[src/rtl/seq_pkg.sv]
// Shared types and constants for the serializer and the sequence detector bench.
package seq_pkg;

  typedef enum logic [1:0] {
    IDLE   = 2'd0,
    SHIFT  = 2'd1,
    PARITY = 2'd2
  } ser_state_t;

  // Line level presented on x_out when no frame is in flight.
  localparam logic IDLE_BIT_DEF = 1'b0;

  // Bit-counter width: must hold 0..WIDTH, since the parity beat sits at count WIDTH.
  function automatic int cnt_w(input int width);
    return $clog2(width + 1);
  endfunction

endpackage

[src/rtl/seq_serializer.sv]
// Parallel-to-serial stage feeding the bit-serial sequence detector.
// Words are shifted out MSB-first, one bit per clk. A word accepted on the
// final bit of the previous frame starts immediately, so the stream is gapless.
// Optional even-parity trailer bit: define SERIALIZER_PARITY_EN.
module seq_serializer
  import seq_pkg::*;
#(
  parameter int   WIDTH    = 8,
  parameter logic IDLE_BIT = IDLE_BIT_DEF
) (
  input  logic             clk,
  input  logic             reset,
  input  logic [WIDTH-1:0] load_data,
  input  logic             load_valid,
  output logic             load_ready,
  output logic             x_out,
  output logic             x_valid,
  output logic             busy,
  output logic             word_done
);

  localparam int CW = cnt_w(WIDTH);

  ser_state_t       state_q, state_d;
  logic [WIDTH-1:0] sr_q, sr_d;
  logic [CW-1:0]    cnt_q, cnt_d;
  logic             x_out_q, x_out_d;
  logic             x_valid_q, x_valid_d;
  logic             last_cycle;
  logic             accept;
  logic             at_lsb;

`ifdef SERIALIZER_PARITY_EN
  logic             par_q, par_d;
`endif

  assign at_lsb = (state_q == SHIFT) && (cnt_q == CW'(WIDTH - 1));

`ifdef SERIALIZER_PARITY_EN
  assign last_cycle = (state_q == PARITY);
`else
  assign last_cycle = at_lsb;
`endif

  assign load_ready = reset && ((state_q == IDLE) || last_cycle);
  assign accept     = load_valid && load_ready;
  assign word_done  = last_cycle;
  assign busy       = (state_q != IDLE);
  assign x_out      = x_out_q;
  assign x_valid    = x_valid_q;

  // Next-state: accept takes priority, otherwise advance or retire the frame.
  always_comb begin
    state_d   = state_q;
    sr_d      = sr_q;
    cnt_d     = cnt_q;
    x_out_d   = x_out_q;
    x_valid_d = x_valid_q;
`ifdef SERIALIZER_PARITY_EN
    par_d     = par_q;
`endif
    if (accept) begin
      state_d   = SHIFT;
      sr_d      = load_data;
      cnt_d     = '0;
      x_out_d   = load_data[WIDTH-1];
      x_valid_d = 1'b1;
`ifdef SERIALIZER_PARITY_EN
      par_d     = ^load_data;
`endif
    end else if (last_cycle || state_q == IDLE) begin
      state_d   = IDLE;
      sr_d      = '0;
      cnt_d     = '0;
      x_out_d   = IDLE_BIT;
      x_valid_d = 1'b0;
`ifdef SERIALIZER_PARITY_EN
    end else if (at_lsb) begin
      // Data exhausted: present the stored parity as the trailer beat.
      state_d = PARITY;
      cnt_d   = CW'(WIDTH);
      x_out_d = par_q;
`endif
    end else begin
      // Mid-frame shift: sr_q[WIDTH-1] is the bit on the wire now.
      sr_d    = sr_q << 1;
      x_out_d = sr_q[WIDTH-2];
      cnt_d   = cnt_q + CW'(1);
    end
  end

  // State register with synchronous active-low reset; reset abandons any frame.
  always_ff @(posedge clk) begin
    if (!reset) begin
      state_q   <= IDLE;
      sr_q      <= '0;
      cnt_q     <= '0;
      x_out_q   <= IDLE_BIT;
      x_valid_q <= 1'b0;
`ifdef SERIALIZER_PARITY_EN
      par_q     <= 1'b0;
`endif
    end else begin
      state_q   <= state_d;
      sr_q      <= sr_d;
      cnt_q     <= cnt_d;
      x_out_q   <= x_out_d;
      x_valid_q <= x_valid_d;
`ifdef SERIALIZER_PARITY_EN
      par_q     <= par_d;
`endif
    end
  end

endmodule

[config.mk]
export PLATFORM = sky130hd
export DESIGN_NAME = seq_serializer
export DESIGN_NICKNAME = d
export VERILOG_FILES = /design/src/rtl/seq_pkg.sv /design/src/rtl/seq_serializer.sv
export SDC_FILE = /design/constraint.sdc
export NUM_CORES = 1
export LEC_CHECK = 0
export CAP_MARGIN = 30
export CORE_AREA = 2 2 39 41
export CTS_BUF_LIST = sky130_fd_sc_hd__clkbuf_8
export DETAILED_ROUTE_END_ITERATION = 8
export DIE_AREA = 0 0 41 43
export PLACE_DENSITY = 0.65
export RECOVER_POWER = 100
export SLEW_MARGIN = 20
export SYNTH_ARGS = -nofsm -noshare
export SYNTH_HDL_FRONTEND = slang
export SYNTH_SLANG_ARGS = --single-unit
[constraint.sdc]
create_clock -name clk -period 2.4 [get_ports clk]
set_input_delay 0.48 -clock clk [delete_from_list [all_inputs] [get_ports clk]]
set_output_delay 0.48 -clock clk [all_outputs]
set_load 0.01 [all_outputs]
==> summary.txt <==
Outcome
  • Status: completed

Timing
  • Share of the clock period used by the worst path: 0.942
  • Max Slew Vio Count: 0
  • Setup violations, final: 0
  • Final worst hold slack: 0.438 ns
  • Setup TNS: 0 ns
  • RSZ-0062 raised after global routing: false
  • Final hold violations: 0
  • F_max: 442 MHz
  • Worst slew pin tran: 0.614 ns
  • Clock skew: 0.00273 ns
  • Crit path time final: 2.26 ns
  • Headroom to the max-slew limit: 0.591

Synthesis
  • FFs w/ async S/R, synth: 0
  • FF+latch count, synth: 13
  • Most frequent cell after synthesis: dfxtp_1
  • Most frequent cells after synthesis: dfxtp_1, a22o_1, nor2_1
  • Ranking of synthesized cells by area: dfxtp_1, a22o_1, nand3b_4, a21oi_4, nor2_1
  • Post-synth top area cell: dfxtp_1
  • Syn Area/Cell: 11.9 um2
  • Post-synthesis sequential area ratio: 0.549
  • Synth Flop Type: dfxtp_1
  • Post-Syn Nets: 52
  • Unique masters post-synth: 16
  • Post-Syn Instances: 40
  • Post-synth EDFFs: 0
  • Post-Syn Area: 474 um2
  • YS warnings: 0
  • Synth top area share: 0.549

Worst setup path
  • Worst path arrival time: 1.78 ns
  • Crit start category: input port
  • Worst r2r src: cnt_q[0]$_SDFF_PP0_
  • Worst r2r dst: sr_q[2]$_SDFF_PN0_
  • Req. time, crit path: 1.92 ns
  • Reg2Reg Setup Slack: 0.88 ns
  • Crit-path max FO: 4
  • Critical path class: input port to output pin
  • R2R depth: 4
  • Crit end category: output pin

Power and ir drop
  • Sequential share of power: 0.504
  • Lkg Pwr: 0.313 nW
  • Sw Share: 0.199
  • Clk network pwr share: 0.400
  • Int Pwr: 0.367 mW
  • Pwr Total: 0.458 mW
  • Comb pwr share: 0.096
  • Cell Pwr Density: 700 mW/mm2
  • Net Sw Power: 0.0913 mW
  • Max rail drop VDD: 0.402 mV

Hold path
  • Hold Path Depth: 1
  • Hold Crit Start: sr_q[4]$_SDFF_PN0_
  • Worst Hold Endpoint: sr_q[5]$_SDFF_PN0_
  • HP Class: register to register

Run
  • Max-cap violations: 0

Route
  • TritonRoute pass-1 iters: 1
  • DR vias: 344
  • Iteration-0 DRC Markers: 0
  • Vias per inst: 4.71
  • Post-route ant nets: 0
  • DR WL/cell: 10.3 um
  • Drt total wl: 753 um
  • DR DRC count: 0

Floorplan
  • FP Rows: 14
  • Die width: 41 um
  • Die ar.: 0.00176 mm2
  • I/O Pins: 16
  • Die Y: 43 um
  • Initial Util: 0.343
  • Core area: 0.00138 mm2

Clock tree
  • Hold Buf Count CTS: 0
  • Root Driver: clkbuf_8
  • Skew-Pair Late Insertion Delay: 0.24 ns
  • CTS tree: yes
  • CTS H-tree depth: 1
  • Post_cts resized: 0
  • CTS sink cnt: 13
  • Worst-path clk slew: 0.05 ns
  • Post-CTS Setup Bufs: 0
  • Total CTS buffers: 3
  • Clock Path Buffers: 2

Global route
  • Met2 track demand over resource: 0.163
  • Largest net degree at the start of global routing: 9
  • Global-route wire length before repair: 1330 um
  • GR Layer Usage met1: 0.139
  • Total gr overflow: 0
  • Initial antenna violation count: 0
  • Overall Global Routing Usage: 0.116
  • Vias in the first global route: 340
  • Gr busiest metal: met2
  • GRT met3 Usage: 0.0785

Place
  • GPL Wtd Cong: 0.632
  • HPWL after DPL: 579 um
  • Buffers on Ports: 15

Final layout
  • Fin nets: 70
  • Antenna cells: 0
  • Layout area overhead: 38.0%
  • Fraction of layout cells with a size suffix above 1: 0.0702
## critical path: stages
cell,delay [ns]
clkdlybuf4s50_1,0.51
a21boi_0,0.17
dlygate4sd3_1,0.62
## flip-flops by register name, summed over array words and instances (netlist names)
signal and flops:
x_valid 1, cnt_q 4, x_out 1, sr_q 7
## power by group through the flow
stage	Clock [mW]	Sequential, mW	Combinational (mW)
floorplan	0	0.237	0.0223
global placement	0	0.236	0.0484
detailed placement	0	0.236	0.0489
CTS	0.191	0.232	0.0489
global route	0.203	0.232	0.0495
finish	0.183	0.231	0.0440
## through the flow
| stage | util | instance area (um2) | std cells | setup slack, ns |
|---|---|---|---|---|
| 2_1_floorplan | - | 474 | 40 | 0.927 |
| 5_1_grt | 0.473 | 654 | 73 | 0.0704 |
| 3_3_place_gp | 0.452 | 626 | 69 | 0.193 |
| 4_1_cts | 0.485 | 671 | 73 | 0.166 |
| 6_report | 0.473 | 654 | 73 | 0.139 |
| 3_5_place_dp | 0.452 | 626 | 69 | 0.167 |
## how the worst max path moves through the flow
| stage | startpoint | to | slack [ns] | depth (start not counted) |
|---|---|---|---|---|
| 2_1_floorplan | cnt_q[0]$_SDFF_PP0_ | load_ready | 0.93 | 3 |
| 3_3_place_gp | reset | load_ready | 0.19 | 3 |
| 3_5_place_dp | reset | load_ready | 0.17 | 3 |
| 4_1_cts | reset | load_ready | 0.17 | 3 |
| 5_1_grt | reset | load_ready | 0.07 | 3 |
| 6_report | reset | load_ready | 0.14 | 3 |
## cells in the final DEF (no fill, tap or decap), drive strengths merged, types with 2 or more instances in the layout
cell,netlist,layout
a22o,7,7
and2,2,2
clkbuf,0,3
clkdlybuf4s50,0,10
dfxtp,13,13
dlygate4sd3,0,5
inv,1,2
nand2,2,2
nand3,2,2
nor2,4,4
## kinds of logic (layout without fill, tap and decap cells)
logic type / count (synthesis) / count (layout) / share of synthesized area
flip-flops: 13 / 13 / 0.549
AND/OR/NAND/NOR: 12 / 12 / 0.161
adder cells (fa/ha/maj): 1 / 1 / 0.0264
AO/OA/AOI/OAI: 9 / 9 / 0.179
XOR/XNOR: 2 / 2 / 0.0369
buffers and inverters: 3 / 20 / 0.0475
## final cells by class
cell class / count / area (um2)
Timing Repair Buffer: 15 / 150
Tap cell: 16 / 20.0
Inverter: 1 / 3.75
Clock inverter: 1 / 3.75
Fill cell: 142 / 729
Multi-Input combinational cell: 24 / 175
Clock buffer: 3 / 41.3
Sequential cell: 13 / 260
## per-layer routing
metal,share of wire,vias up
met5,0,-
met4,0,0
met3,0.074,0
met2,0.49,12
met1,0.43,160
li1,-,172
Note: power is estimated with default switching activity, not from simulation.
